## src/rtl/fetch_unit.sv

```systemverilog
// Instruction fetch responder: one word read per PC value over a valid/ready port,
// holding the result for decode. Optional WAIT/DRAIN timeout under `FETCH_TIMEOUT_EN`.
module fetch_unit #(
    parameter int                    DATA_WIDTH     = 32,
    parameter logic [DATA_WIDTH-1:0] NOP_INSTR      = 32'h0000_0013,
    parameter int                    TIMEOUT_CYCLES = 64
) (
    input  logic                  clk,
    input  logic                  rst,
    input  logic [DATA_WIDTH-1:0] pc_addr,
    input  logic                  flush,
    input  logic                  stall_in,
    output logic                  stall,
    output logic [DATA_WIDTH-1:0] instr,
    output logic [DATA_WIDTH-1:0] instr_pc,
    output logic                  instr_valid,
    output logic                  fetch_fault,
    output logic                  mem_req_valid,
    output logic [DATA_WIDTH-1:0] mem_req_addr,
    input  logic                  mem_req_ready,
    input  logic                  mem_rsp_valid,
    input  logic [DATA_WIDTH-1:0] mem_rsp_data,
    input  logic                  mem_rsp_err
);

    typedef enum logic [2:0] {S_IDLE, S_REQ, S_WAIT, S_DRAIN, S_HOLD} state_t;

    state_t                state_q, state_d;
    logic [DATA_WIDTH-1:0] instr_q, instr_d;
    logic [DATA_WIDTH-1:0] pc_q, pc_d;
    logic                  fault_q, fault_d;
    logic                  valid_q;
    logic                  aligned;
    logic                  timeout;

    assign aligned = (pc_addr[1:0] == 2'b00);

`ifdef FETCH_TIMEOUT_EN
    localparam int CW = $clog2(TIMEOUT_CYCLES + 1);
    logic [CW-1:0] cnt_q, cnt_d;
    logic          busy;

    // Counter runs through WAIT and any following DRAIN; >= catches a flush that
    // moved WAIT to DRAIN right at the limit.
    assign busy    = (state_q == S_WAIT) || (state_q == S_DRAIN);
    assign cnt_d   = busy ? cnt_q + 1'b1 : '0;
    assign timeout = busy && (cnt_q >= CW'(TIMEOUT_CYCLES - 1));

    always_ff @(posedge clk or negedge rst) begin
        if (!rst) cnt_q <= '0;
        else      cnt_q <= cnt_d;
    end
`else
    assign timeout = 1'b0;
`endif

    always_comb begin
        state_d = state_q;
        instr_d = instr_q;
        pc_d    = pc_q;
        fault_d = fault_q;
        case (state_q)
            S_IDLE: state_d = S_REQ;
            S_REQ: begin
                if (flush) begin
                    if (aligned && mem_req_ready) state_d = S_DRAIN;
                end else if (!aligned) begin
                    state_d = S_HOLD;
                    instr_d = NOP_INSTR;
                    fault_d = 1'b1;
                    pc_d    = pc_addr;
                end else if (mem_req_ready) begin
                    state_d = S_WAIT;
                    pc_d    = pc_addr;
                end
            end
            S_WAIT: begin
                if (flush) begin
                    state_d = mem_rsp_valid ? S_REQ : S_DRAIN;
                end else if (mem_rsp_valid) begin
                    state_d = S_HOLD;
                    instr_d = mem_rsp_err ? NOP_INSTR : mem_rsp_data;
                    fault_d = mem_rsp_err;
                end else if (timeout) begin
                    state_d = S_HOLD;
                    instr_d = NOP_INSTR;
                    fault_d = 1'b1;
                end
            end
            S_HOLD: if (flush || !stall_in) state_d = S_REQ;
            // A flush here changes nothing: the pending response is dropped either way.
            S_DRAIN: if (mem_rsp_valid || timeout) state_d = S_REQ;
            default: state_d = S_IDLE;
        endcase
    end

    always_ff @(posedge clk or negedge rst) begin
        if (!rst) begin
            state_q <= S_IDLE;
            instr_q <= NOP_INSTR;
            pc_q    <= '0;
            fault_q <= 1'b0;
            valid_q <= 1'b0;
        end else begin
            state_q <= state_d;
            instr_q <= instr_d;
            pc_q    <= pc_d;
            fault_q <= fault_d;
            valid_q <= (state_d == S_HOLD);
        end
    end

    assign stall         = !(((state_q == S_HOLD) && !stall_in) || flush);
    assign instr         = instr_q;
    assign instr_pc      = pc_q;
    assign instr_valid   = valid_q;
    assign fetch_fault   = fault_q;
    assign mem_req_valid = (state_q == S_REQ) && aligned;
    assign mem_req_addr  = pc_addr;

endmodule

```

## config.mk

```make
export PLATFORM = sky130hd
export DESIGN_NAME = fetch_unit
export DESIGN_NICKNAME = d
export VERILOG_FILES = /design/src/rtl/fetch_unit.sv
export SDC_FILE = /design/constraint.sdc
export NUM_CORES = 1
export LEC_CHECK = 0
export ABC_CLOCK_PERIOD_IN_PS = 4550
export CAP_MARGIN = 10
export CORE_UTILIZATION = 40
export CTS_CLUSTER_SIZE = 14
export DETAILED_ROUTE_END_ITERATION = 7
export HOLD_SLACK_MARGIN = 0.03
export PLACE_DENSITY = 0.87
export SLEW_MARGIN = 20
export SYNTH_ARGS = -nofsm -noshare
export SYNTH_HDL_FRONTEND = slang
export SYNTH_SLANG_ARGS = --single-unit
```

## constraint.sdc

```tcl
create_clock -name clk -period 4.55 [get_ports clk]
set_clock_uncertainty 0.05 [all_clocks]
set_input_delay 0.455 -clock clk [delete_from_list [all_inputs] [get_ports clk]]
set_output_delay 0.455 -clock clk [all_outputs]
set_load 0.05 [all_outputs]
```

==> results list <==
- The hold violation total from the final report is 0.
- The count of nets left with antenna violations once routing finished came out at 0.
- Die Span X: 88.1 um
- Post-route standard cell area excluding fillers: 4700 um^2
- Tmin final: 2.82 ns
* Leak pwr: 1.90 nW
- Via count of the first global-routing pass: 2306
* Chip Height: 88.1 um
- The worst-case IR drop observed on VDD is 251 uV.
* First-pass GRT wire length: 11.2 mm
- Based on the critical path, the design can be clocked at up to 355 MHz.
- GRT Util Overall: 0.190
* Required @ worst endpoint: 4.05 ns
- Pin placement for this block handled 171 I/O pins.
* Post-CTS setup buffers: 0
- Once detailed placement completed, the half-perimeter wirelength came to 5.57 mm.
- Start-to-end type of the worst setup path: reg2out
- Yosys mapped a number of flops with a built-in enable equal to 0.
* Arr. time, crit path: 2.31 ns
* Total CTS buffers: 9
* Reg-to-Reg End: instr[16]$_DFFE_PN0P_
- The synthesized design contains 69 register bits.
* Setup repair after global routing missed its margin: false
- Final hold analysis gives a worst-case slack of 0.145 ns.
* Final layout net count: 420
- After detailed routing, the number of vias per cell comes to 5.01.
- Depth of the worst register-to-register path: 5
- The worst setup path is captured at a primary output.
- Setup slack of the worst register-to-register path: 2.38 ns
* Main synth FF type: dfrtp_1
- TritonCTS clock tree: done
- The worst pin sits at a relative slew slack of 0.280.
- Number of diodes: 0
- In the synthesized netlist, the number of instances is 212.
- Yosys printed 0 warnings.
- The startpoint identified for the worst register-to-register timing path is state_q[1]$_DFF_PN0_.
- Max-slew violation total from the final report: 0
- Share of flip-flops with an asynchronous set or reset after synthesis: 1.00
- Avg Cell Area, Syn: 14.0 um^2
* Floorplan core area: 7210 um^2
* Post-Syn Nets: 283
* TritonCTS Sinks: 69
- After detailed routing, the total wire length is 7.30 mm.
- The final route contains 2269 vias.
* Fin crit share: 0.620
- Setup violations remaining at the end of the flow were counted as 0.
- CTS built an H-tree with a depth of 3.
- Leaving out fill and tap cells, the most frequent cell in the layout is clkdlybuf4s50_1.
* Weighted congestion reported at the end of routability-driven placement: 0.750
- Clock-pin slew of the registers on the worst-case setup and hold paths: 0.07 ns
* Setup tns final: 0 ns
- The mapped netlist covers 2960 um^2.
* Cell row count: 31
- Number of iterations in the first detailed-routing pass: 4
* Starting density of the core: 0.411
- Run status: completed
- The clock passes through at most 2 buffers.
- Netlist cell types: 25
- Global-route congestion overflow total: 0
- Count of hold-fix buffers inserted at cts: 0
- DRC violations left: 0
- Register area share after synthesis: 0.584
- Port buffer count: 170
- Skew-Pair Late Insertion Delay: 0.33 ns
* Average routed wire per standard cell: 16.1 um
* Hold WC Path Type: in2async
- Across the run, the number of max-cap violations was 0.
* Area leader, netlist: dfrtp_1
- 1st-iter DRT viols: 39
- Ranked by total cell area, the synthesized netlist is headed by dfrtp_1, mux2_2, a32o_1, buf_4, dfstp_2.
- Antenna violations before repair: 0
* Share of Yosys cell area claimed by the top area cell type: 0.557
- The die covers 7760 um^2.
* P per Cell Area: 613 nW/um^2
- STA classifies the critical path startpoint as a flop.
- Most frequent cells in the layout: clkdlybuf4s50_1, dfrtp_1, mux2_2
* CTS root buffer: clkbuf_8
- Syn-to-layout area delta: 58.5%
- In this run the cell area measured after placement is 4480 um^2.
- Maximum fanout along the worst path: 10
- Once the clock tree was built, the resizer swapped 0 gates to a different size.
- Entering global routing, the biggest net connects 37 pins.
- Of the cells placed in the final design, the portion with a size suffix greater than 1 is 0.172.
* Actual transition at the worst max-transition pin: 1.08 ns
==> registers in the layout (all words and copies together), names as in the netlist <==
| register | count |
|---|---|
| fetch_fault | 1 |
| instr | 32 |
| instr_pc | 32 |
| instr_valid | 1 |
| state_q | 3 |
==> power breakdown <==
group	internal, mW	switching, mW
Sequential	0.788	0.105
Clock	0.311	0.235
Combinational	0.543	0.898
Total	1.64	1.24
==> worst max-delay path, cell delays in order (launching register included) <==
cell and delay, ns:
dfrtp_1 0.53, or3b_4 0.47, nor3_1 0.16, clkdlybuf4s50_1 0.83
==> per-layer routing <==
| layer | GRT usage | part of all wire | wire length, um | vias to the layer above |
|---|---|---|---|---|
| met5 | 0 | 0 | 0 | - |
| met3 | 0.0622 | 0.10 | 734 | 6 |
| met2 | 0.348 | 0.52 | 3810 | 120 |
| met1 | 0.207 | 0.37 | 2690 | 1111 |
| met4 | 0.0616 | 0.0089 | 65 | 0 |
| li1 | - | - | - | 1032 |
==> cells by family after synthesis <==
group / after synthesis / share of synthesized area
buf+inv: 49 / 0.117
compound gates: 40 / 0.126
flops: 69 / 0.584
mux: 33 / 0.125
simple gates: 21 / 0.0477
==> stage by stage <==
step | util | power [mW] | cells | setup slack (ns)
final | 0.651 | 2.88 | 453 | 1.73
after global routing | 0.651 | 3.01 | 453 | 1.63
after detailed placement | 0.620 | 2.36 | 437 | 1.73
after global placement | 0.620 | 2.33 | 437 | 1.80
after CTS | 0.651 | 2.91 | 453 | 1.71
after floorplan | - | 1.89 | 212 | 2.08
==> layout make-up <==
| cell class | count | area, um^2 |
|---|---|---|
| Tap cell | 99 | 124 |
| Clock inverter | 7 | 98.8 |
| Multi-Input combinational cell | 94 | 895 |
| Sequential cell | 69 | 1730 |
| Fill cell | 567 | 2520 |
| Inverter | 2 | 7.51 |
| Clock buffer | 9 | 124 |
| Timing Repair Buffer | 173 | 1720 |
==> synth_stat cells, types with 3 or more instances <==
cell type and count:
nor2_1 5, dfrtp_1 66, o32a_1 4, a32o_1 29, buf_6 5, nor3_1 4, mux2_2 32, clkbuf_1 7
dfstp_2 3, o21ai_0 3, nor2b_1 3, buf_4 33
==> worst max path at each step <==
stage / start / endpoint / slack, ns / depth (start not counted)
after floorplan: state_q[2]$_DFF_PN0_ / mem_req_valid / 2.08 / 3
after global placement: flush / instr[16]$_DFFE_PN0P_ / 1.80 / 5
after detailed placement: flush / instr[15]$_DFFE_PN0P_ / 1.73 / 5
after CTS: state_q[0]$_DFF_PN0_ / mem_req_valid / 1.71 / 3
after global routing: state_q[0]$_DFF_PN0_ / mem_req_valid / 1.63 / 3
final: state_q[0]$_DFF_PN0_ / mem_req_valid / 1.73 / 3
(Power assumes the default switching activity.)
